File: src/rtl/kb_pkg.sv
// kb_pkg: Set-2 scancode constants, game key indices and decoder FSM states.
package kb_pkg;

    localparam logic [7:0] SC_E0 = 8'hE0;
    localparam logic [7:0] SC_E1 = 8'hE1;
    localparam logic [7:0] SC_F0 = 8'hF0;
    localparam logic [7:0] SC_FF = 8'hFF;
    localparam logic [7:0] SC_FA = 8'hFA;
    localparam logic [7:0] SC_AA = 8'hAA;
    localparam logic [7:0] SC_EE = 8'hEE;

    localparam logic [7:0] SC_SPACE = 8'h29;
    localparam logic [7:0] SC_UP    = 8'h75;
    localparam logic [7:0] SC_ENTER = 8'h5A;
    localparam logic [7:0] SC_ESC   = 8'h76;
    localparam logic [7:0] SC_P     = 8'h4D;

    localparam int NUM_KEYS = 5;
    localparam int K_SPACE  = 0;
    localparam int K_UP     = 1;
    localparam int K_ENTER  = 2;
    localparam int K_ESC    = 3;
    localparam int K_P      = 4;

    typedef enum logic [2:0] {
        S_IDLE,
        S_EXT,
        S_BRK,
        S_EXT_BRK,
        S_SKIP
    } state_t;

endpackage

File: src/rtl/kb_key_map.sv
// kb_key_map: maps {extended flag, Set-2 code} to a one-hot game key; all-zero when unmapped.
module kb_key_map
    import kb_pkg::*;
(
    input  logic                ext,
    input  logic [7:0]          code,
    output logic [NUM_KEYS-1:0] key
);

    always_comb begin
        key          = '0;
        key[K_SPACE] = !ext && code == SC_SPACE;
        key[K_UP]    =  ext && code == SC_UP;
        key[K_ENTER] = !ext && code == SC_ENTER;
        key[K_ESC]   = !ext && code == SC_ESC;
        key[K_P]     = !ext && code == SC_P;
    end

endmodule

File: src/rtl/kb_scancode_decoder.sv
// kb_scancode_decoder: Set-2 make/break/extended parser with held-key tracking,
// press/release pulses, typematic suppression and prefix timeout.
module kb_scancode_decoder
    import kb_pkg::*;
#(
    parameter int TIMEOUT_CYCLES = 2_000_000,
    parameter int SKIP_BYTES     = 7
) (
    input  logic                clk,
    input  logic                rst_n,
    input  logic [7:0]          keycode,
    output logic [NUM_KEYS-1:0] key_held,
    output logic [NUM_KEYS-1:0] key_press,
    output logic [NUM_KEYS-1:0] key_release,
    output logic                seq_error
);

    localparam int TW = TIMEOUT_CYCLES > 2 ? $clog2(TIMEOUT_CYCLES) : 1;
    localparam int SW = SKIP_BYTES > 1 ? $clog2(SKIP_BYTES + 1) : 1;

    state_t                state;
    logic [TW-1:0]         tcnt;
    logic [SW-1:0]         scnt;
    logic                  strobe;
    logic                  ext;
    logic [NUM_KEYS-1:0]   hit;

    assign strobe = keycode != 8'h00;
    assign ext    = state == S_EXT || state == S_EXT_BRK;

    kb_key_map u_map (
        .ext  (ext),
        .code (keycode),
        .key  (hit)
    );

    always_ff @(posedge clk) begin
        if (!rst_n) begin
            state       <= S_IDLE;
            tcnt        <= '0;
            scnt        <= '0;
            key_held    <= '0;
            key_press   <= '0;
            key_release <= '0;
            seq_error   <= 1'b0;
        end else begin
            key_press   <= '0;
            key_release <= '0;
            seq_error   <= 1'b0;
            if (strobe) begin
                tcnt <= '0;
                if (keycode == SC_FF) begin
                    key_held    <= '0;
                    key_release <= key_held;
                    seq_error   <= 1'b1;
                    state       <= S_IDLE;
                end else begin
                    case (state)
                        S_IDLE: begin
                            if (keycode == SC_E0) begin
                                state <= S_EXT;
                            end else if (keycode == SC_F0) begin
                                state <= S_BRK;
                            end else if (keycode == SC_E1) begin
                                state <= S_SKIP;
                                scnt  <= SW'(SKIP_BYTES);
                            end else if (!(keycode inside {SC_FA, SC_AA, SC_EE})) begin
                                key_held  <= key_held | hit;
                                key_press <= hit & ~key_held;
                            end
                        end
                        S_EXT: begin
                            if (keycode == SC_F0) begin
                                state <= S_EXT_BRK;
                            end else if (keycode != SC_E0) begin
                                key_held  <= key_held | hit;
                                key_press <= hit & ~key_held;
                                state     <= S_IDLE;
                            end
                        end
                        S_BRK: begin
                            if (keycode == SC_F0) begin
                                seq_error <= 1'b1;
                            end else if (keycode == SC_E0) begin
                                seq_error <= 1'b1;
                                state     <= S_EXT;
                            end else begin
                                key_held    <= key_held & ~hit;
                                key_release <= hit & key_held;
                                state       <= S_IDLE;
                            end
                        end
                        S_EXT_BRK: begin
                            if (keycode == SC_F0 || keycode == SC_E0) begin
                                seq_error <= 1'b1;
                            end else begin
                                key_held    <= key_held & ~hit;
                                key_release <= hit & key_held;
                            end
                            state <= S_IDLE;
                        end
                        S_SKIP: begin
                            scnt <= scnt - 1'b1;
                            if (scnt <= SW'(1)) state <= S_IDLE;
                        end
                        default: state <= S_IDLE;
                    endcase
                end
            end else if (state == S_IDLE) begin
                tcnt <= '0;
            end else if (tcnt == TW'(TIMEOUT_CYCLES - 1)) begin
                // abandoned prefix: drop it, keep held keys as they are
                state     <= S_IDLE;
                seq_error <= 1'b1;
                tcnt      <= '0;
            end else if (tcnt != '1) begin
                tcnt <= tcnt + 1'b1;
            end
        end
    end

endmodule
File: config.mk
export PLATFORM = sky130hd
export DESIGN_NAME = kb_scancode_decoder
export DESIGN_NICKNAME = d
export VERILOG_FILES = /design/src/rtl/kb_pkg.sv /design/src/rtl/kb_key_map.sv /design/src/rtl/kb_scancode_decoder.sv
export SDC_FILE = /design/constraint.sdc
export NUM_CORES = 1
export LEC_CHECK = 0
export CAP_MARGIN = 20
export CORE_ASPECT_RATIO = 0.7
export CORE_MARGIN = 8
export CORE_UTILIZATION = 45
export DETAILED_ROUTE_END_ITERATION = 10
export PLACE_DENSITY = 0.66
export REMOVE_ABC_BUFFERS = 1
export SYNTH_ARGS = -nofsm -noshare
export SYNTH_HDL_FRONTEND = slang
export SYNTH_SLANG_ARGS = --single-unit
File: constraint.sdc
create_clock -name clk -period 6.3 [get_ports clk]
set_clock_uncertainty 0.2 [all_clocks]
set_input_delay 1.575 -clock clk [delete_from_list [all_inputs] [get_ports clk]]
set_output_delay 1.575 -clock clk [all_outputs]
set_load 0.01 [all_outputs]
==> results.txt, run 1 <==
----------------------------------------------------
[Power]
  Max VDD drop ... 0.0973 mV
  Psw ... 0.110 mW
  Cell Pwr Density ... 174 nW/µm²
  Combinational share of power ... 6.3%
  Static leakage power ... 0.939 nW
  Cell internal pwr ... 0.362 mW
  Sw Ratio ... 23.3%
  Clk network pwr share ... 35.8%
  Relative contribution of sequential cells to total power ... 57.9%

[Setup path]
  Highest fanout seen on the critical path ... 14
  Logic depth of the worst register-to-register path ... 5
  Ordered cell list for the critical path ... clkdlybuf4s50_1 > nand2_1 > nor3_1 > nor4_1 > a211oi_2 > mux2i_1
  Endpoint type of the worst setup path ... register
  Worst path top cell family by delay ... simple AND/OR/NAND/NOR gates
  Setup slack on the worst flop-to-flop path ... 3870 ps
  Critical register-to-register path startpoint ... tcnt[7]$_SDFFE_PP0P_
  Crit path largest cell delay ... 790 ps
  Crit path launch type ... input port
  CP arrival ... 3980 ps
  Slowest CP cell ... nor3_1
  Reg-to-reg critical path endpoint ... tcnt[5]$_SDFFE_PP0P_
  Buffer and inverter count on the worst path ... 1
  Worst setup path category ... input port to register
  Required time of the critical path ... 6330 ps

[STA]
  Worst-case headroom to the max-slew limit ... 36.9%
  Fin crit share ... 62.7%
  Time the final worst path needs with I/O delays and setup ... 3950 ps
  Max Transition Viols Final ... 0
  Unrepaired setup endpoints after global routing ... false
  Hold violation count in the final report ... 0
  Worst slack on hold paths ... 264 ps
  Final setup TNS ... 0 ps
  Max Fclk ... 0.253 GHz
  Total setup violations reported at the end of the flow ... 0
  Actual transition at the worst max-transition pin ... 939 ps

[Outcome]
  Result of the run ... completed

[Placed design]
  Half-perimeter wire length after detailed placement ... 4160 µm
  # port buffers ... 25
  Cell Area, Placed ... 2630 µm²
  Final weighted congestion of routability-driven global placement ... 0.837
  Post-placement cell count ... 359

[Worst hold path]
  Number of instances on the worst hold path ... 2
  Worst Hold End ... scnt[2]$_SDFFE_PN0P_
  Type of the tightest min-delay check ... register to register
  Startpoint of the worst hold path ... scnt[2]$_SDFFE_PN0P_

[Finish]
  Area overhead of the layout relative to synthesis ... 14.2%
  Antenna cell count ... 0
  Final std cell area, no fill ... 2710 µm²
  Fill cell count ... 510
  Net count of the finished layout ... 307
  Fraction of final layout cells with drive strength greater than 1 ... 7.46%
  Number of non-filler instances in the completed layout ... 367

[Clock network]
  Post-cts gate resize count ... 0
  TritonCTS sink count ... 43
  Buffers inserted by post-CTS timing repair ... 0
  Clock tree from TritonCTS ... done
  Clock slew at reported path FFs ... 80 ps
  Number of buffers added by the clock tree synthesis step ... 5
  Worst-Skew Late Latency ... 290 ps
  CTS H-tree depth ... 2
  Clock Tree Buf Depth ... 2
  CTS Hold Bufs ... 0
  Clock root buffer master ... clkbuf_8

[Global route]
  Total global-route track usage ... 14.6%
  Via count of the first global-routing pass ... 1902
  Congestion Overflow GR ... 0
  Largest net degree at the start of global routing ... 21
  Number of antenna violations at the first check in global routing ... 0
  Wire length of the first global-routing pass ... 9380 µm

[Synth]
  Synth warnings ... 0
  Post-synth ARST share ... 0%
  Avg Inst Size Synth ... 8.57 µm²
  Netlist area before placement ... 2370 µm²
  Top FF cell, synth ... dfxtp_1
  Portion of the post-synthesis area used by sequential elements ... 36.2%
  Post-synthesis cell type count ... 52
  Number of instances in the synthesized netlist ... 277
  EDFF count, synth ... 0
  Number of storage elements in the synthesis netlist ... 43

[Detailed routing]
  Violation count after the first detailed-routing iteration ... 177
  Final wirelength ... 5530 µm
  Total via count after detailed routing ... 2089
  Post-route ant nets ... 0
  Detailed-route wire length per cell ... 15.1 µm
  Detailed-route vias per instance ... 5.69
  Remaining routing DRC violations ... 0
  Detailed Routing Iterations Pass 1 ... 4

[Floorplanning]
  Floorplan die area ... 7890 µm²
  Die Y-Extent ... 76.8 µm
  IO Pins ... 26
  DIE WIDTH ... 103 µm
  Row count ... 22
  Core Box Area ... 5170 µm²
  Starting density of the core ... 45.9%

[Job]
  # Max-Cap Violations ... 0

----------------------------------------------------
[Yosys cell counts, drive strengths merged, types with 5 or more instances]
cell type,count,share of area (%)
a31oi,5,1.3
dfxtp,43,36
a21oi,11,2.3
or4,6,2.2
nor2,27,4.3
nor4,7,2.7
o31ai,6,3.3
mux2i,5,2.1
xor2,10,3.7
or3,9,2.4
nand2,23,3.6
nand3,9,2.1
and3,7,1.8
buf,10,2.7
nor3,13,3.2
o211ai,9,2.8
o21ai,17,3.6
nand4,7,2.5
inv,8,1.3
clkbuf,5,0.84
nor2b,7,1.8
[worst max path at each step]
stage	cells past startpoint	end	start
after global placement	6	state[2]$_SDFFE_PN0P_	keycode[4]
after detailed placement	6	state[2]$_SDFFE_PN0P_	keycode[4]
final	6	state[2]$_SDFFE_PN0P_	keycode[4]
after floorplan	5	tcnt[5]$_SDFFE_PP0P_	keycode[1]
after CTS	6	state[2]$_SDFFE_PN0P_	keycode[4]
after global routing	6	state[2]$_SDFFE_PN0P_	keycode[4]
[per-layer routing]
metal,vias up,routed length [µm],global-route usage [%]
li1,1058,-,-
met1,969,2870,22.4
met2,57,2180,19.3
met3,5,443,3.25
met4,0,41,3.88
met5,-,0,0
[cells in the final DEF, fill, tap and decap left out, types with 9 or more instances in the layout]
master	netlist	routed
nand2_1	23	23
o21ai_0	17	17
nor3_1	11	11
nor2_1	27	27
xor2_1	10	10
dfxtp_1	43	43
o211ai_1	9	9
a21oi_1	11	11
clkdlybuf4s50_1	0	25
or3_1	9	9
[worst reg2reg max path, stage by stage, from the launching register on]
cell and delay (ps):
dfxtp_1 390, or4_4 580, nor4_4 320, a21o_1 580, or4_1 210, nand2_1 50
[flip-flops by register name (all words and copies together), names as in the netlist]
name,count
key_held,5
state,3
scnt,3
key_press,5
key_release,5
tcnt,21
seq_error,1
[final cells by class]
class | instances | area [µm²] | share of cell area, %
multi-input combinational | 211 | 1400 | 51.6
timing repair buffer | 25 | 250 | 9.23
tap | 72 | 90.1 | 3.32
sequential | 43 | 861 | 31.7
inverter | 8 | 30.0 | 1.11
clock inverter | 1 | 5.00 | 0.185
clock buffer | 7 | 76.3 | 2.81
[stage by stage]
| stage | power (mW) | setup slack (ps) | util (%) |
|---|---|---|---|
| after detailed placement | 0.309 | 2050 | 50.8 |
| final | 0.473 | 2350 | 52.4 |
| after floorplan | 0.293 | 3070 | - |
| after global placement | 0.309 | 2120 | 50.8 |
| after CTS | 0.477 | 2370 | 52.4 |
| after global routing | 0.488 | 2130 | 52.4 |
[power groups by stage]
| stage | clock network, mW | logic, mW | registers, mW |
|---|---|---|---|
| 6_report | 0.169 | 0.0298 | 0.273 |
| 5_1_grt | 0.182 | 0.0330 | 0.274 |
| 4_1_cts | 0.174 | 0.0295 | 0.273 |
| 3_5_place_dp | 0 | 0.0293 | 0.280 |
| 3_3_place_gp | 0 | 0.0295 | 0.280 |
| 2_1_floorplan | 0 | 0.0133 | 0.280 |
[cells by family after synthesis]
logic type               Yosys count  synth area share (%)
AO/OA/AOI/OAI                     58                  17.4
XOR/XNOR                          11                  4.06
adder cells (fa/ha/maj)            3                  1.58
buffers and inverters             23                  4.79
flip-flops                        43                  36.2
multiplexers                       5                  2.11
AND/OR/NAND/NOR                  134                  33.8
No activity file was read; power rests on OpenSTA's default activity.
==> run 2, diff against run 1 <==
Clock period 6.3 ns to 3.66 ns, I/O delays scaled along.
==> run 2 against run 1 <==
Against the previous run: sequential power increased by 73%; via count grew 2.3%; worst setup slack worse by 1600 ps; wire length barely moved; critical endpoint is now key_held[4]$_SDFFE_PN0P_; highest routed layer unchanged; sequential share of layout area fell by 0.76 points; register-to-register slack got worse by 2600 ps; clock power increased by 110%; flip-flop and latch count unchanged; cell count rose by 1.4%; global-route usage is 0.056 points lower.
==> results.txt, run 2 (synthesis gave the netlist of run 1 again) <==
----------------------------------------------------
[Outcome]
  Result of the run ... completed (unchanged)

[Floorplanning]
  Core Box Area ... 5170 µm² (unchanged)
  Floorplan die area ... 7890 µm² (unchanged)
  Starting density of the core ... 45.9% (unchanged)
  Row count ... 22 (unchanged)
  DIE WIDTH ... 103 µm (unchanged)
  Die Y-Extent ... 76.8 µm (unchanged)
  IO Pins ... 26 (unchanged)

[Placed design]
  Pre-CTS WS ... 476 ps (was 2050 ps)
  Final weighted congestion of routability-driven global placement ... 0.892 (was 0.837)
  Half-perimeter wire length after detailed placement ... 4100 µm (was 4160 µm)
  # port buffers ... 25 (unchanged)
  Post-placement cell count ... 365 (was 359)
  Cell Area, Placed ... 2680 µm² (was 2630 µm²)

[Clock network]
  Clock tree from TritonCTS ... done (unchanged)
  Worst-Skew Late Latency ... 290 ps (about the same)
  CTS Hold Bufs ... 0 (unchanged)
  Clock root buffer master ... clkbuf_8 (unchanged)
  CTS H-tree depth ... 2 (unchanged)
  TritonCTS sink count ... 43 (unchanged)
  Buffers inserted by post-CTS timing repair ... 0 (unchanged)
  Clock slew at reported path FFs ... 70 ps (was 80 ps)
  Number of buffers added by the clock tree synthesis step ... 5 (unchanged)
  Post-cts gate resize count ... 0 (unchanged)
  Clock Tree Buf Depth ... 2 (unchanged)

[Global route]
  Congestion Overflow GR ... 0 (unchanged)
  Wire length of the first global-routing pass ... 9380 µm (unchanged)
  Number of antenna violations at the first check in global routing ... 0 (unchanged)
  Via count of the first global-routing pass ... 1938 (was 1902)
  Total global-route track usage ... 14.5% (was 14.6%)
  Largest net degree at the start of global routing ... 20 (was 21)

[Finish]
  Final std cell area, no fill ... 2780 µm² (was 2710 µm²)
  Register with the most flip-flops ... tcnt (unchanged)
  Fill cell count ... 512 (was 510)
  Most frequent cells in the layout ... dfxtp_1, nor2_1, clkdlybuf4s50_1, nand2_1, o21ai_0 (unchanged)
  Fraction of final layout cells with drive strength greater than 1 ... 9.33% (was 7.46%)
  Number of non-filler instances in the completed layout ... 372 (was 367)
  Area of the multi-input gates ... 1400 µm² (unchanged)
  Most common cell after layout, fill and taps aside ... dfxtp_1 (unchanged)
  Antenna cell count ... 0 (unchanged)
  Area overhead of the layout relative to synthesis ... 17.0% (was 14.2%)
  Register cell area after layout ... 861 µm² (unchanged)
  Net count of the finished layout ... 313 (was 307)
  Number of flip-flops under the largest register name ... 21 (unchanged)

[Power]
  Design Power ... 0.878 mW (was 0.473 mW)
  Cell internal pwr ... 0.693 mW (was 0.362 mW)
  Combinational share of power ... 6.4% (was 6.3%)
  Clk network pwr share ... 40.0% (was 35.8%)
  Sw Ratio ... 21.1% (was 23.3%)
  Static leakage power ... 0.977 nW (was 0.939 nW)
  Relative contribution of sequential cells to total power ... 53.6% (was 57.9%)
  Psw ... 0.185 mW (was 0.110 mW)
  Cell Pwr Density ... 316 nW/µm² (was 174 nW/µm²)
  Max VDD drop ... 0.198 mV (was 0.0973 mV)

[STA]
  Final setup TNS ... 0 ps (unchanged)
  Total setup violations reported at the end of the flow ... 0 (unchanged)
  Actual transition at the worst max-transition pin ... 525 ps (was 939 ps)
  Time the final worst path needs with I/O delays and setup ... 2930 ps
  Max Transition Viols Final ... 0 (unchanged)
  Worst-case headroom to the max-slew limit ... 64.9% (was 36.9%)
  Max Fclk ... 0.341 GHz
  Unrepaired setup endpoints after global routing ... false (unchanged)
  Fin crit share ... 80.0%
  Hold violation count in the final report ... 0 (unchanged)
  Crit path setup slack, layout ... 731 ps (was 2350 ps)

[Setup path]
  First element of the critical path ... keycode[6] (was keycode[4])
  Crit path largest cell delay ... 630 ps (was 790 ps)
  Reg-to-reg critical path endpoint ... tcnt[12]$_SDFFE_PP0P_ (was tcnt[5]$_SDFFE_PP0P_)
  Highest fanout seen on the critical path ... 11 (was 14)
  Required time of the critical path ... 3690 ps (was 6330 ps)
  Critical register-to-register path startpoint ... tcnt[0]$_SDFFE_PP0P_ (was tcnt[7]$_SDFFE_PP0P_)
  Endpoint type of the worst setup path ... register (unchanged)
  CP arrival ... 2960 ps (was 3980 ps)
  Logic depth of the worst register-to-register path ... 6 (was 5)
  Slowest CP cell ... or4b_1 (was nor3_1)
  Setup slack on the worst flop-to-flop path ... 1270 ps (was 3870 ps)
  Crit path launch type ... input port (unchanged)
  Worst setup path category ... input port to register (unchanged)
  Ordered cell list for the critical path ... clkdlybuf4s50_1 > nand3_1 > nor3_1 > or4b_1 > or3_1 > nand2_1 (was clkdlybuf4s50_1 > nand2_1 > nor3_1 > nor4_1 > a211oi_2 > mux2i_1)

[Worst hold path]
  Number of instances on the worst hold path ... 2 (unchanged)
  Worst Hold End ... scnt[2]$_SDFFE_PN0P_ (unchanged)
  Startpoint of the worst hold path ... scnt[2]$_SDFFE_PN0P_ (unchanged)
  Type of the tightest min-delay check ... register to register (unchanged)

[Detailed routing]
  Final wirelength ... 5540 µm (was 5530 µm)
  Detailed-route wire length per cell ... 14.9 µm (was 15.1 µm)
  Total via count after detailed routing ... 2138 (was 2089)
  Detailed-route vias per instance ... 5.75 (was 5.69)
  Post-route ant nets ... 0 (unchanged)
  Violation count after the first detailed-routing iteration ... 192 (was 177)
  Detailed Routing Iterations Pass 1 ... 4 (unchanged)
  Remaining routing DRC violations ... 0 (unchanged)

[Job]
  # Max-Cap Violations ... 0 (unchanged)

----------------------------------------------------
==> run 2: changes by cell type in the layout (fill, tap and decap cells not counted) <==
cell and delta:
buf_4 +6, bufinv_16 +1, clkinv_2 -1, clkbuf_1 -1
==> run 2: power groups by stage <==
stage	Clock (mW)	Combinational (mW)	Sequential, mW
floorplan	0	0.0229	0.481
global placement	0	0.0548	0.482
detailed placement	0	0.0548	0.482
CTS	0.364	0.0550	0.471
global route	0.382	0.0609	0.471
finish	0.351	0.0563	0.471
==> run 2: area by class of cell <==
| type | instances | share of cell area (%) |
|---|---|---|
| well taps | 72 | 3.24 |
| clock buffers | 6 | 2.61 |
| multi-input cells | 211 | 50.4 |
| inverters | 8 | 1.08 |
| clock inverters | 1 | 1.08 |
| flip-flops and latches | 43 | 31.0 |
| repair buffers | 31 | 10.6 |
==> run 2: critical path, delay by kind of cell <==
kind	cells	cell delay, ps
buffers and inverters	1	600
AND/OR/NAND/NOR	5	1440
==> run 2: worst max-delay path by stage <==
stage	depth (start not counted)	end	slack (ps)
after global routing	6	scnt[2]$_SDFFE_PN0P_	620
final	6	key_held[4]$_SDFFE_PN0P_	730
after floorplan	5	tcnt[5]$_SDFFE_PP0P_	1090
after CTS	6	key_held[4]$_SDFFE_PN0P_	790
after detailed placement	6	state[0]$_SDFFE_PN0P_	480
after global placement	6	key_held[4]$_SDFFE_PN0P_	470
==> run 2: metal layers <==
metal | GRT usage [%] | routed length [µm] | vias to the layer above | part of all wire (%)
li1 | - | - | 1071 | -
met4 | 3.45 | 15 | 0 | 0.27
met3 | 3.25 | 386 | 2 | 7.0
met5 | 0 | 0 | - | 0
met1 | 22.8 | 2960 | 994 | 54
met2 | 18.8 | 2170 | 71 | 39
==> run 2: through the flow <==
step / hold slack [ps] / util [%]
CTS: 283 / 53.7
finish: 278 / 53.7
global placement: 254 / 51.7
detailed placement: 268 / 51.7
global route: 304 / 53.7
floorplan: 236 / -
==> run 3, diff against run 2 <==
Clock period 3.66 ns to 2.9 ns, I/O delays scaled along.
==> run 3 against run 2 <==
Against the previous run: register-to-register slack lost 790 ps; die area unchanged; first-iteration DRC count is 7.8% higher; via count up 0.23%.
==> results.txt, run 3 (synthesis gave the netlist of run 1 again) <==
----------------------------------------------------
[Finish]
  Most common cell after layout, fill and taps aside ... dfxtp_1 (unchanged)
  Area overhead of the layout relative to synthesis ... 22.1% (was 17.0%)
  Register with the most flip-flops ... tcnt (unchanged)
  Net count of the finished layout ... 329 (was 313)
  Number of flip-flops under the largest register name ... 21 (unchanged)
  Most frequent cells in the layout ... dfxtp_1, nor2_1, clkdlybuf4s50_1, nand2_1, buf_4 (was dfxtp_1, nor2_1, clkdlybuf4s50_1, nand2_1, o21ai_0)
  Fraction of final layout cells with drive strength greater than 1 ... 14.5% (was 9.33%)
  Antenna cell count ... 0 (unchanged)
  Number of non-filler instances in the completed layout ... 389 (was 372)
  Fill cell count ... 480 (was 512)

[Floorplanning]
  Floorplan die area ... 7890 µm² (unchanged)
  Row count ... 22 (unchanged)
  DIE WIDTH ... 103 µm (unchanged)
  IO Pins ... 26 (unchanged)
  Die Y-Extent ... 76.8 µm (unchanged)
  Core Box Area ... 5170 µm² (unchanged)
  Starting density of the core ... 45.9% (unchanged)

[STA]
  Unrepaired setup endpoints after global routing ... false (unchanged)
  Total setup violations reported at the end of the flow ... 0 (unchanged)
  Max Transition Viols Final ... 0 (unchanged)
  Hold violation count in the final report ... 0 (unchanged)
  Time the final worst path needs with I/O delays and setup ... 2610 ps
  Final setup TNS ... 0 ps (unchanged)
  Crit path setup slack, layout ... 293 ps (was 731 ps)
  Actual transition at the worst max-transition pin ... 469 ps (was 525 ps)
  Fin crit share ... 89.9%
  Max Fclk ... 0.384 GHz
  Worst-case headroom to the max-slew limit ... 68.6% (was 64.9%)

[Clock network]
  TritonCTS sink count ... 43 (unchanged)
  Number of buffers added by the clock tree synthesis step ... 5 (unchanged)
  Worst-Skew Late Latency ... 290 ps (about the same)
  Buffers inserted by post-CTS timing repair ... 0 (unchanged)
  Clock slew at reported path FFs ... 80 ps (was 70 ps)
  CTS Hold Bufs ... 0 (unchanged)
  Clock Tree Buf Depth ... 2 (unchanged)
  Clock root buffer master ... clkbuf_8 (unchanged)
  Post-cts gate resize count ... 0 (unchanged)
  CTS H-tree depth ... 2 (unchanged)
  Clock tree from TritonCTS ... done (unchanged)

[Global route]
  Largest net degree at the start of global routing ... 20 (unchanged)
  Via count of the first global-routing pass ... 1912 (was 1938)
  Congestion Overflow GR ... 0 (unchanged)
  Number of antenna violations at the first check in global routing ... 0 (unchanged)
  Total global-route track usage ... 15.2% (was 14.5%)
  Wire length of the first global-routing pass ... 9650 µm (was 9380 µm)

[Detailed routing]
  Post-route ant nets ... 0 (unchanged)
  Detailed Routing Iterations Pass 1 ... 4 (unchanged)
  Final wirelength ... 5690 µm (was 5540 µm)
  Detailed-route wire length per cell ... 14.6 µm (was 14.9 µm)
  Detailed-route vias per instance ... 5.51 (was 5.75)
  Remaining routing DRC violations ... 0 (unchanged)
  Violation count after the first detailed-routing iteration ... 207 (was 192)
  Total via count after detailed routing ... 2143 (was 2138)

[Power]
  Psw ... 0.247 mW (was 0.185 mW)
  Clk network pwr share ... 38.3% (was 40.0%)
  Cell internal pwr ... 0.850 mW (was 0.693 mW)
  Max VDD drop ... 0.249 mV (was 0.198 mV)
  Relative contribution of sequential cells to total power ... 54.2% (was 53.6%)
  Combinational share of power ... 7.6% (was 6.4%)
  Sw Ratio ... 22.5% (was 21.1%)
  Cell Pwr Density ... 378 nW/µm² (was 316 nW/µm²)
  Static leakage power ... 1.06 nW (was 0.977 nW)

[Setup path]
  Highest fanout seen on the critical path ... 5 (was 11)
  Crit path launch type ... input port (unchanged)
  Required time of the critical path ... 2930 ps (was 3690 ps)
  CP arrival ... 2630 ps (was 2960 ps)
  Worst setup path category ... input port to register (unchanged)
  Endpoint type of the worst setup path ... register (unchanged)

[Placed design]
  Post-placement cell count ... 381 (was 365)
  Final weighted congestion of routability-driven global placement ... 0.918 (was 0.892)
  Pre-CTS WS ... -19.0 ps (was 476 ps)
  Half-perimeter wire length after detailed placement ... 4390 µm (was 4100 µm)
  # port buffers ... 25 (unchanged)

[Job]
  # Max-Cap Violations ... 0 (unchanged)

[Outcome]
  Result of the run ... completed (unchanged)

[Worst hold path]
  Type of the tightest min-delay check ... register to register (unchanged)

----------------------------------------------------
==> run 3: layout make-up <==
cell class                      count  area, µm²  area share (%)
Timing Repair Buffer               47        415            14.3
Sequential cell                    43        861            29.7
Clock buffer                        7       96.3            3.32
Tap cell                           72       90.1            3.11
Inverter                            8       30.0            1.04
Clock inverter                      1       7.51           0.259
Multi-Input combinational cell    211       1400            48.3
==> run 3: stage by stage <==
| step | power [mW] | util, % | hold WS [ps] | area, µm² |
|---|---|---|---|---|
| floorplan | 0.636 | - | 236 | 2290 |
| global placement | 0.691 | 54.0 | 254 | 2800 |
| detailed placement | 0.690 | 54.0 | 265 | 2800 |
| CTS | 1.11 | 56.0 | 277 | 2900 |
| global route | 1.14 | 56.0 | 291 | 2900 |
| finish | 1.10 | 56.0 | 269 | 2900 |
==> run 3: power groups by stage <==
| stage | Clock, mW | Sequential, mW | Combinational [mW] |
|---|---|---|---|
| global placement | 0 | 0.608 | 0.0827 |
| finish | 0.420 | 0.594 | 0.0831 |
| CTS | 0.431 | 0.594 | 0.0820 |
| detailed placement | 0 | 0.608 | 0.0819 |
| floorplan | 0 | 0.608 | 0.0289 |
| global route | 0.457 | 0.595 | 0.0911 |
==> run 3: path summary, 6_finish.rpt <==
kind                             start               endpoint  slack [ps]  cells after the start
hold reg to reg   scnt[2]$_SDFFE_PN0P_   scnt[2]$_SDFFE_PN0P_         270                      2
setup reg to reg  tcnt[1]$_SDFFE_PP0P_  tcnt[17]$_SDFFE_PP0P_         480                      6
hold / removal    scnt[2]$_SDFFE_PN0P_   scnt[2]$_SDFFE_PN0P_         270                      2
setup / recovery            keycode[1]  state[2]$_SDFFE_PN0P_         290                      6
==> run 3: worst max-delay path, cell delays in order <==
cell             delay (ps)
clkdlybuf4s50_1         480
or4_1                   600
nor2_1                  240
nor4_1                  120
a211oi_2                260
mux2i_1                 200
==> run 3: metal layers <==
layer / routed length, µm / global-route usage, %
met4: 47 / 3.45
met2: 2150 / 18.3
met3: 452 / 3.61
met1: 3040 / 25.0
met5: 0 / 0
